--- config.mk ---
export PLATFORM = sky130hd
export DESIGN_NAME = prefix_sequencer
export DESIGN_NICKNAME = d
export VERILOG_FILES = /design/src/rtl/prefix_sequencer_pkg.sv /design/src/rtl/prefix_sequencer_decode_prefix.sv /design/src/rtl/prefix_sequencer.sv
export SDC_FILE = /design/constraint.sdc
export NUM_CORES = 1
export LEC_CHECK = 0
export CORE_ASPECT_RATIO = 1.1
export CORE_MARGIN = 5
export CORE_UTILIZATION = 50
export DETAILED_ROUTE_END_ITERATION = 12
export PLACE_DENSITY = 0.84
export SYNTH_ARGS = -nofsm -noshare
export SYNTH_HDL_FRONTEND = slang
export SYNTH_HIERARCHICAL = 1
export SYNTH_SLANG_ARGS = --single-unit
--- constraint.sdc ---
create_clock -name clock -period 3.2 [get_ports clock]
set_input_delay 0.32 -clock clock [delete_from_list [all_inputs] [get_ports clock]]
set_output_delay 0.32 -clock clock [all_outputs]
set_load 0.05 [all_outputs]
--- src/rtl/prefix_sequencer_pkg.sv ---
// Shared front-end decode types: segment/rep encodings, the prefix bundle handed to the
// opcode decoder, the prefix byte values and the sequencer state encoding.
package prefix_sequencer_pkg;

    typedef enum logic [2:0] {
        SEG_ES = 3'd0,
        SEG_CS = 3'd1,
        SEG_SS = 3'd2,
        SEG_DS = 3'd3,
        SEG_FS = 3'd4,
        SEG_GS = 3'd5
    } seg_t;

    typedef enum logic [1:0] {
        REP_NONE = 2'b00,
        REP_NE   = 2'b10,
        REP_E    = 2'b11
    } rep_t;

    typedef struct packed {
        logic       opsize;
        logic       addrsize;
        logic       lock;
        rep_t       rep;
        logic       seg_valid;
        seg_t       seg;
        logic [3:0] count;
    } prefix_bundle_t;

    typedef enum logic [1:0] {
        ST_COLLECT = 2'd0,
        ST_PRESENT = 2'd1,
        ST_FAULT   = 2'd2
    } seq_state_t;

    localparam logic [7:0] PFX_ES       = 8'h26;
    localparam logic [7:0] PFX_CS       = 8'h2E;
    localparam logic [7:0] PFX_SS       = 8'h36;
    localparam logic [7:0] PFX_DS       = 8'h3E;
    localparam logic [7:0] PFX_FS       = 8'h64;
    localparam logic [7:0] PFX_GS       = 8'h65;
    localparam logic [7:0] PFX_OPSIZE   = 8'h66;
    localparam logic [7:0] PFX_ADDRSIZE = 8'h67;
    localparam logic [7:0] PFX_LOCK     = 8'hF0;
    localparam logic [7:0] PFX_REPNE    = 8'hF2;
    localparam logic [7:0] PFX_REPE     = 8'hF3;

    localparam int MAX_PREFIX_DEFAULT = 14;

endpackage

--- src/rtl/prefix_sequencer_decode_prefix.sv ---
// Combinational classifier for one instruction byte. The rep flavour (F2 vs F3) is left
// to the caller; here both only count as prefixes.
module decode_prefix
    import prefix_sequencer_pkg::*;
(
    input  logic [7:0] in_byte,
    output logic       is_prefix,
    output logic       is_seg,
    output seg_t       seg,
    output logic       is_opsize,
    output logic       is_addrsize,
    output logic       is_lock
);

    always_comb begin
        is_seg      = 1'b1;
        seg         = SEG_ES;
        is_opsize   = 1'b0;
        is_addrsize = 1'b0;
        is_lock     = 1'b0;
        is_prefix   = 1'b1;
        case (in_byte)
            PFX_ES:       seg = SEG_ES;
            PFX_CS:       seg = SEG_CS;
            PFX_SS:       seg = SEG_SS;
            PFX_DS:       seg = SEG_DS;
            PFX_FS:       seg = SEG_FS;
            PFX_GS:       seg = SEG_GS;
            PFX_OPSIZE:   begin is_seg = 1'b0; is_opsize = 1'b1; end
            PFX_ADDRSIZE: begin is_seg = 1'b0; is_addrsize = 1'b1; end
            PFX_LOCK:     begin is_seg = 1'b0; is_lock = 1'b1; end
            PFX_REPNE,
            PFX_REPE:     is_seg = 1'b0;
            default:      begin is_seg = 1'b0; is_prefix = 1'b0; end
        endcase
    end

endmodule

--- src/rtl/prefix_sequencer.sv ---
// Accumulates x86 prefix bytes until the opcode byte arrives, then presents
// {prefix bundle, opcode} downstream with a valid/ready handshake.
module prefix_sequencer
    import prefix_sequencer_pkg::*;
#(
    parameter int MAX_PREFIX = MAX_PREFIX_DEFAULT
) (
    input  logic       clock,
    input  logic       reset,
    input  logic       flush,
    input  logic       default_size,
    input  logic [7:0] in_byte,
    input  logic       in_valid,
    output logic       in_ready,
    output logic       out_valid,
    input  logic       out_ready,
    output logic [7:0] out_opcode,
    output logic       out_operand_size,
    output logic       out_address_size,
    output logic       out_lock,
    output logic [1:0] out_rep,
    output logic       out_seg_valid,
    output logic [2:0] out_seg,
    output logic [3:0] out_prefix_count,
    output logic       prefix_fault
);

    if (MAX_PREFIX > 15 || MAX_PREFIX < 0) begin : g_bad_max_prefix
        $error("prefix_sequencer: MAX_PREFIX must fit the 4-bit prefix count");
    end

    seq_state_t     state, state_next;
    prefix_bundle_t bundle, bundle_next;
    logic [7:0]     opcode, opcode_next;
    logic           fault, fault_next;

    logic is_prefix, is_seg, is_opsize, is_addrsize, is_lock;
    seg_t seg;

    decode_prefix u_decode_prefix (
        .in_byte     (in_byte),
        .is_prefix   (is_prefix),
        .is_seg      (is_seg),
        .seg         (seg),
        .is_opsize   (is_opsize),
        .is_addrsize (is_addrsize),
        .is_lock     (is_lock)
    );

    always_ff @(posedge clock) begin
        if (reset) begin
            state  <= ST_COLLECT;
            bundle <= '0;
            opcode <= 8'h00;
            fault  <= 1'b0;
        end else begin
            state  <= state_next;
            bundle <= bundle_next;
            opcode <= opcode_next;
            fault  <= fault_next;
        end
    end

    // Flush wins over any coincident byte accept or output handshake.
    always_comb begin
        state_next  = state;
        bundle_next = bundle;
        opcode_next = opcode;
        fault_next  = fault;
        if (flush) begin
            state_next  = ST_COLLECT;
            bundle_next = '0;
            opcode_next = 8'h00;
            fault_next  = 1'b0;
        end else begin
            case (state)
                ST_COLLECT: begin
                    if (in_valid) begin
                        if (!is_prefix) begin
                            opcode_next = in_byte;
                            state_next  = ST_PRESENT;
                        end else if (bundle.count >= 4'(MAX_PREFIX)) begin
                            fault_next = 1'b1;
                            state_next = ST_FAULT;
                        end else begin
                            bundle_next.count = bundle.count + 4'd1;
                            if (is_opsize)   bundle_next.opsize   = 1'b1;
                            if (is_addrsize) bundle_next.addrsize = 1'b1;
                            if (is_lock)     bundle_next.lock     = 1'b1;
                            if (is_seg) begin
                                bundle_next.seg_valid = 1'b1;
                                bundle_next.seg       = seg;
                            end
                            if (in_byte == PFX_REPNE) bundle_next.rep = REP_NE;
                            if (in_byte == PFX_REPE)  bundle_next.rep = REP_E;
                        end
                    end
                end
                ST_PRESENT: begin
                    if (out_ready) begin
                        bundle_next = '0;
                        state_next  = ST_COLLECT;
                    end
                end
                ST_FAULT: begin
                    state_next = ST_FAULT;
                end
                default: begin
                    state_next = ST_COLLECT;
                end
            endcase
        end
    end

    assign in_ready         = (state == ST_COLLECT);
    assign out_valid        = (state == ST_PRESENT);
    assign out_opcode       = opcode;
    assign out_operand_size = default_size ^ bundle.opsize;
    assign out_address_size = default_size ^ bundle.addrsize;
    assign out_lock         = bundle.lock;
    assign out_rep          = bundle.rep;
    assign out_seg_valid    = bundle.seg_valid;
    assign out_seg          = bundle.seg;
    assign out_prefix_count = bundle.count;
    assign prefix_fault     = fault;

endmodule
# --- Word-level counts from Yosys, hierarchy flattened ---
# Index checks and enable logic that the tools add are counted.
# W data, S select, Z words.
word_totals:
  regBits: 24
  latch_bits: 0
  ram_bits: 0
  rom_bits: 0
  output_inout_bits: 24
  wordCells: 74
  mem_count: 0
op_classes:
  addsub: 1
  n_mul: 0
  div_mod_pow: 0
  order_cmp: 1
  eq_ne: 23
  shifts: 0
  n_mux: 22
  bitwise_logic: 3
  n_reduce_logical: 14
op_table:
  columns: ["operator", "n"]
  rows:
  - ["$mux W13", 4]
  - ["$eq A8 B6 Y1 const B", 4]
  - ["$eq A8 B7 Y1 const B", 4]
  - ["$reduce_and A6 Y1", 5]
  - ["$pmux W13 S2", 1]
  - ["$eq A8 B8 Y1 const B", 3]
  - ["$pmux W3 S5", 1]
  - ["$mux W2", 6]
  - ["$ne A2 B1 Y1 const B", 6]
  - ["$reduce_or A11 Y1", 1]
  - ["$mux W1", 8]
  - ["$pmux W2 S3", 1]
  - ["$reduce_and A3 Y1", 2]
  - ["$reduce_or A6 Y1", 1]
  - ["$reduce_and A5 Y1", 1]
  - ["$add A4 B1 Y4 const B", 1]
  - ["$ge A4 B4 Y1 const B", 1]
  - ["$mux W4", 1]
  - ["$ne A2 B2 Y1 const B", 2]
  - ["$reduce_and A4 Y1", 1]
  - ["$ne A3 B1 Y1 const B", 1]
  - ["$ne A3 B2 Y1 const B", 1]
  - ["$eq A2 B1 Y1 const B", 1]
  - ["$eq A2 B2 Y1 const B", 1]
  - ["other kinds (5)", 6]

# --- Longest topological paths before layout ---
# Gate-level depths: netlist of run 1.
logic_depth:
  depth_word: 8
  depth_mapped: 8

# --- Cells and area by module ---
# The synthesis of run 1 kept the hierarchy.
modules_own_cells:
  columns: ["module", "n_inst", "cells_each", "area_per_inst_um2", "seq_area_each_um2"]
  rows:
  - ["prefix_sequencer", 1, 132, 1164.9, 480.5]
  - ["decode_prefix", 1, 19, 140.1, 0.0]

# --- Least setup slack after synthesis of run 1 ---
# No wires, ideal clock.
synth_path:
  kind: "input port to flip-flop"
  from: "input port in_byte[7]"
  to: "register bundle (netlist bit out_prefix_count[0])"
  setup_ns: 0.128
  t_arrival_ns: 2.022
  setup_slack_ns: 1.050
  stages: 8
  cell_sequence: "nand3b_4 > or4b_4 > buf_6 > o211ai_1 > and4bb_1 > o2bb2ai_4 > mux2i_1 > nor2_1"
synth_between:
  elab_chain_len: 5
  elab_cells_between_ends: 15
  classes_between: "12 x eq/ne; 1 x mux; 2 x reduce/logical"
synth_lines:
  columns: ["item", "line_no", "source"]
  rows:
  - ["start: declaration", "prefix_sequencer.sv:12", "input logic [7:0] in_byte,"]
  - ["$eq A8 B8 Y1 (tied with other cells)", "prefix_sequencer_decode_prefix.sv:22", "case (in_byte)"]
  - ["$reduce_or A11 Y1 (no source line) *", null, null]
  - ["$mux W1 *", "prefix_sequencer_decode_prefix.sv:22", null]
  - ["via is_prefix", "prefix_sequencer.sv:37", "logic is_prefix, is_seg, is_opsize, is_addrsize, is_lock;"]
  - ["$ne A2 B1 Y1 (no source line) *", null, null]
  - ["$reduce_and A5 Y1 (no source line) *", null, null]
  - ["end signal: assignment", "prefix_sequencer.sv:58", "bundle <= bundle_next;"]
  - ["end: declaration", "prefix_sequencer.sv:33", "prefix_bundle_t bundle, bundle_next;"]
# The timed path passes the listed nets; every way through them passes the cells marked *.
# A chain may end at the register's enable or synchronous reset.

# --- Final worst setup path of run 1 ---
layout_path:
  from: "register state[1]"
  to: "output port in_ready"
layout_between:
  elab_chain_len: 1
layout_lines:
  columns: ["item", "line_no", "source"]
  rows:
  - ["start: declaration", "prefix_sequencer.sv:32", "seq_state_t state, state_next;"]
  - ["start signal: assignment", "prefix_sequencer.sv:57", "state <= state_next;"]
  - ["$logic_not A2 Y1", "prefix_sequencer.sv:115", "assign in_ready = (state == ST_COLLECT);"]
  - ["end: declaration", "prefix_sequencer.sv:14", "output logic in_ready,"]
# No other way between the ends.

==> impl_results.md, run 1 <==
* Placed insts at a little over 200
* Cell count after synthesis at about 150
* Die Wd at about 60 um
* Final worst-path cycle share at between 70% and 80%
* CP max FO at 15
* Buffer and inverter count on the worst path at 1
* Share of cells above drive strength 1 at under 10%
* Net Sw Power at approximately 0.15 mW
* Largest net degree at the start of global routing at 16
* Mapped Nets at around 170
* DR vias/cell at approximately 5.5
* Sequential Power Share at about 55%
* Largest stage delay on the critical path at between 0.9 and 1 ns
* First drt pass iteration count at 4
* Post-CTS Repair Setup Buffers at 0
* Clock buffer depth at 2
* Layout net count at 193
* Combinational group share of total power at 17.1%
* Max-slew violations at 0
* First-pass GRT wire length at 5.05 mm
* Antenna Cells at 0
* Initial antenna violation count at 0
* Endpoints failing setup at 0
* Seq cells post-synth at 24
* Simple-Gate Fraction of Synth Area at 27.6%
* Register area share after synthesis at about 37%
* Core area at between 0.002 and 0.0025 mm2
* Worst relative slew slack at 61.3%
* I/O Pins at 38
* DR DRC count at 0
* Pleak at between 0.5 and 0.6 nW
* Worst hold path type: flop to flop
* Core Rows at 19
* Hold_sp: out_lock
* Worst Setup Path Type: flop to output pin
* Root buf cell: clkbuf_4
* Clock power frac at ~28%
* Most frequent cells in the layout: 37 x clkdlybuf4s50_1, 24 x dfxtp_1, 20 x nand2_1
* Worst Max-Slew Pin Slew at 0.578 ns
* Power density over the cells at approximately 340 mW/mm2
* DR WL/cell at 14.1 um
* WP data required at ~2.9 ns
* XOR/XNOR Fraction of Synth Area at under 10%
* Crit path time final at 2.53 ns
* Commonest non-fill, non-tap cell in the layout: clkdlybuf4s50_1
* Area of the multi-input gates at roughly 700 um2
* Cell Int Power at 0.411 mW
* Clk_lat worst skew at approximately 0.3 ns
* IO Port Bufs at 37
* Hold Vio Cnt, Final at 0
* Synth warnings at 6
* M1 wire length at 1.21 mm
* Clock sink count at 24
* Skew final at slightly below 0.006 ns
* Compound-Gate Fraction of Synth Area at between 10% and 20%
* Post-synth cell types at 41
* ANT nets after route at 0
* Clk slew on worst S/H paths at about 0.13 ns
* Vias in the first global route at roughly 1200
* Initial Util at between 50% and 60%
* Die area at 0.00373 mm2
* Cell Chain, Critical Path: nor2_1 > clkdlybuf4s50_1
* CTS tree: done
* Status: finished, final reports clean
* Mux share of post-synthesis cell area at ~2.3%
* Crit-path slowest cell: clkdlybuf4s50_1
* DIE HEIGHT at between 60 and 70 um
* Grt ovf at 0
* Final HPWL DP at about 2.3 mm
* H-tree levels at 1
* Routability cong. at between 0.8 and 0.9
* Layout filler cell count at 226
* Hold-fix buffers, CTS at 0
* Met2 WL at approximately 1.5 mm
* Unrepaired setup endpoints after global routing: false
* Max VDD drop at 0.296 mV
* Worst setup path startpoint: state[1]
* Clock buffers created by TritonCTS at 3
* P&R area growth vs syn at 25.4%
* DRT iter0 DRCs at 33
* Startpoint types: flop
* Post-cts sizing count at 0
* Cell Area, Synth at about 0.0013 mm2
* Crit. End Element: output pin
* WL final at 2.93 mm
* FF-to-FF Start: out_prefix_count[0]
* Syn_area_per_cell at roughly 8.6 um2
* Fmax at around 400 MHz
* Crit path max-delay family: buffers and inverters
* Largest family of logic cells by synthesized area: simple AND/OR/NAND/NOR gates
* Total GRT Usage at between 10% and 20%
* Top sig layer: met4
* Max cap viols at 0
* Met3 wire length at ~180 um
* CP arrival at ~2.2 ns
* Post-Synth Adder-Cell Area at under 10%
* Register Area at between 400 and 500 um2
* Non-Filler Instances at 207
* Setup TNS at 0 ns
* Sw Ratio at between 20% and 30%
* Total number of vias at 1136
final cells by class:
cell class / count / area share (%)
Multi-Input combinational cell: 106 / 42.3
Sequential cell: 24 / 29.4
Inverter: 5 / 1.15
Clock buffer: 4 / 2.22
Timing Repair Buffer: 37 / 22.6
Tap cell: 31 / 2.37
cell usage after synthesis (all sizes together):
cell	n	area [um2]
dfxtp	24	480
nand2	20	75.1
a21oi	16	80.1
nor2	14	52.6
buf	13	103
o21ai	9	45.0
inv	5	18.8
nand2b	4	25.0
nor2b	4	25.0
nor3	4	20.0
a32o	3	30.0
clkbuf	3	11.3
mux2i	3	30.0
nand3b	3	38.8
nand4	3	18.8
ha	2	25.0
nor4b	2	32.5
o211ai	2	28.8
o2bb2ai	2	36.3
xor2	2	17.5
a31oi	1	6.26
a32oi	1	8.76
a41oi	1	8.76
and2	1	6.26
and3	1	6.26
and4	1	11.3
and4b	1	10.0
and4bb	1	12.5
o22ai	1	6.26
o31a	1	8.76
or2	1	6.26
or3	1	6.26
or4b	1	13.8
worst paths after layout:
| check | to | slack [ns] | cells past startpoint |
|---|---|---|---|
| worst max-delay path | in_ready | 0.67 | 2 |
| worst max register to register | out_seg[0] | 1.46 | 6 |
| worst min-delay path | out_lock | 0.46 | 2 |
| worst min register to register | out_lock | 0.46 | 2 |
metrics by stage:
stage | utilization [%] | cell area, um2 | hold WS (ns) | setup slack, ns | power (mW)
finish | 65.6 | 1640 | 0.461 | 0.674 | 0.559
global route | 65.6 | 1640 | 0.490 | 0.583 | 0.585
CTS | 65.6 | 1640 | 0.465 | 0.699 | 0.564
detailed placement | 64.1 | 1600 | 0.444 | 0.433 | 0.409
global placement | 64.1 | 1600 | 0.438 | 0.542 | 0.407
floorplan | - | 1310 | 0.437 | 1.05 | 0.369
kinds of logic (layout without fill, tap and decap cells):
kind of cell	Yosys count	in the layout
buf+inv	21	46
compound gates	37	37
flops	24	24
simple gates	62	62
mux	3	3
xor+xnor	2	2
fa+ha+maj	2	2
tightest hold or removal path, stage by stage (launching register included):
cell	delay [ns]
dfxtp_1	0.34
inv_1	0.05
a21oi_1	0.05
power by group through the flow:
stage,registers (mW),logic [mW],clock network (mW)
after global routing,0.308,0.102,0.175
after CTS,0.307,0.0955,0.162
after detailed placement,0.314,0.0952,0
after floorplan,0.323,0.0456,0
final,0.307,0.0956,0.156
after global placement,0.313,0.0933,0
layer usage:
metal  up-vias  track usage (%)
li1        572                -
met1       523             20.3
met2        35             29.1
met3         6             2.86
met4         0             5.95
met5         -                0
state kept, by name, indices dropped and copies added, names as in the netlist:
| register | flops |
|---|---|
| out_rep | 2 |
| state | 2 |
| out_seg | 3 |
| out_seg_valid | 1 |
| prefix_fault | 1 |
| out_prefix_count | 4 |
| out_lock | 1 |
| out_opcode | 8 |
| bundle | 2 |
Power figures use the tool's default switching activity.
==> run 2: changes to the inputs <==
- CORE_UTILIZATION: 50 -> 42
- PLACE_DENSITY: 0.84 -> 0.75
- clock period: 3.2 -> 2.2 ns (I/O delays scaled with it)
==> run 2 against run 1 <==
Cell area up 6.5%. Power up 48%. Sequential share of layout area down 1.8 points. Critical path type is now primary input to flop. Critical endpoint is now out_lock.
==> impl_results.md, run 2 (synthesis results as in run 1) <==
* Initial Util at 43.2%
* DR DRC count at 0
* Grt ovf at 0
* Max-slew violations at 0
* Most frequent cells in the layout: 33 x clkdlybuf4s50_1, 24 x dfxtp_1, 20 x nand2_1
* Worst Setup Path Type: primary input to flop
* H-tree levels at 1
* Largest register FFs at 8
* Core area at between 0.003 and 0.004 mm2
* First drt pass iteration count at 4
* Hold Vio Cnt, Final at 0
* Crit. End Element: flop
* DP Area at roughly 0.0017 mm2
* Unrepaired setup endpoints after global routing: false
* CP arrival at ~2.3 ns
* Share of cells above drive strength 1 at 16.2%
* Initial antenna violation count at 0
* Cell Int Power at 0.610 mW
* Die area at approximately 0.0043 mm2
* Clock buffers created by TritonCTS at 3
* Largest net degree at the start of global routing at 16
* Routability cong. at around 0.82
* Final worst-path cycle share at 94.9%
* Commonest non-fill, non-tap cell in the layout: clkdlybuf4s50_1
* Startpoint types: primary input
* Max cap viols at 0
* WL final at between 3 and 4 mm
* Crit path max-delay family: simple AND/OR/NAND/NOR gates
* WP data required at 2.44 ns
* Die Wd at about 63 um
* Worst relative slew slack at about three fifths
* Clk_lat worst skew at 0.31 ns
* P&R area growth vs syn at 33.6%
* DR WL/cell at about 14 um
* ANT nets after route at 0
* Vias in the first global route at 1178
* Post-CTS Repair Setup Buffers at 0
* Antenna Cells at 0
* Net Sw Power at approximately 0.22 mW
* Final HPWL DP at 2.52 mm
* Core Rows at 21
* Largest stage delay on the critical path at 0.54 ns
* Fin worst setup slack at approximately 0.11 ns
* Cell Chain, Critical Path: clkdlybuf4s50_1 > nand3b_4 > buf_4 > or3_1 > o211ai_1 > and4bb_1 > o2bb2ai_4 > o21ai_0 > a21oi_1
* Combinational group share of total power at 18.6%
* Pleak at around 0.64 nW
* Worst Max-Slew Pin Slew at slightly below 0.6 ns
* DIE HEIGHT at about 68 um
* Layout filler cell count at 272
* Final instance area at 0.00174 mm2
* Sequential Power Share at 53.9%
* Endpoints failing setup at 0
* IO Port Bufs at 37
* First-pass GRT wire length at about 5.3 mm
* Skew final at just under 0.008 ns
* DRT iter0 DRCs at 33
* Utilization after layout at between 50 and 60%
* Clock buffer depth at 2
* CP max FO at 8
* Max VDD drop at approximately 0.35 mV
* Total number of vias at 1195
* Buffer and inverter count on the worst path at 2
* Hold-fix buffers, CTS at 0
* Total GRT Usage at 15.3%
* Sw Ratio at between 20% and 30%
* Layout net count at approximately 210
* Root buf cell: clkbuf_4
* Fmax at approximately 480 MHz
* Clock sink count at 24
* Pre-CTS setup slack at -0.210 ns
* DR vias/cell at 5.31
* CTS tree: done
* Worst hold path type: flop to flop
* Pwr Total at ~0.83 mW
* I/O Pins at 38
* Post-cts sizing count at 0
* Crit path time final at about 2.1 ns
* Clk slew on worst S/H paths at roughly 0.13 ns
* Status: finished, final reports clean
* Clock power frac at between 20% and 30%
* Power density over the cells at between 400 and 500 mW/mm2
* Crit-path slowest cell: clkdlybuf4s50_1
* Final hold slack at ~0.46 ns
run 2: changes by cell type in the layout (fill, tap and decap cells not counted):
cell             before  now
clkdlybuf4s50_1      37   33
buf_4                 0   19
run 2: per-stage QoR:
step | instances | setup TNS [ns]
2_1_floorplan | 151 | 0
3_3_place_gp | 221 | -1.18
3_5_place_dp | 221 | -1.87
4_1_cts | 225 | 0
5_1_grt | 225 | 0
6_report | 225 | 0
run 2: final timing paths:
| kind | start | endpoint | slack, ns | depth (start not counted) |
|---|---|---|---|---|
| worst min-delay path | out_opcode[0] | out_opcode[0] | 0.46 | 2 |
| worst min register to register | out_opcode[0] | out_opcode[0] | 0.46 | 2 |
| worst max register to register | out_prefix_count[0] | out_seg[2] | 0.45 | 6 |
| worst max-delay path | in_byte[5] | out_lock | 0.11 | 9 |
run 2: worst register-to-register path, cell delays in order (launching register included):
cell and delay (ns):
dfxtp_1 0.44, inv_1 0.08, ha_1 0.24, o211ai_4 0.25
and3_1 0.24, o21ai_1 0.11, a32o_1 0.29
run 2: final cells by class:
class / instances / area, um2 / area share (%)
Clock buffer: 4 / 36.3 / 2.08
Inverter: 5 / 18.8 / 1.08
Multi-Input combinational cell: 106 / 692 / 39.7
Sequential cell: 24 / 480 / 27.6
Tap cell: 34 / 42.5 / 2.44
Timing Repair Buffer: 52 / 473 / 27.1
run 2: routing by layer:
metal,wire length [um],vias to the layer above,global-route usage (%)
met5,0,-,0
met4,42,0,6.10
met3,179,6,4.27
met2,1620,24,27.7
met1,1320,560,17.1
li1,-,605,-
run 2: power by group through the flow:
stage	Clock, mW	Combinational [mW]	Sequential [mW]
final	0.227	0.154	0.447
after global routing	0.271	0.166	0.448
after CTS	0.240	0.155	0.447
after detailed placement	0	0.154	0.456
after global placement	0	0.153	0.456
after floorplan	0	0.0663	0.470
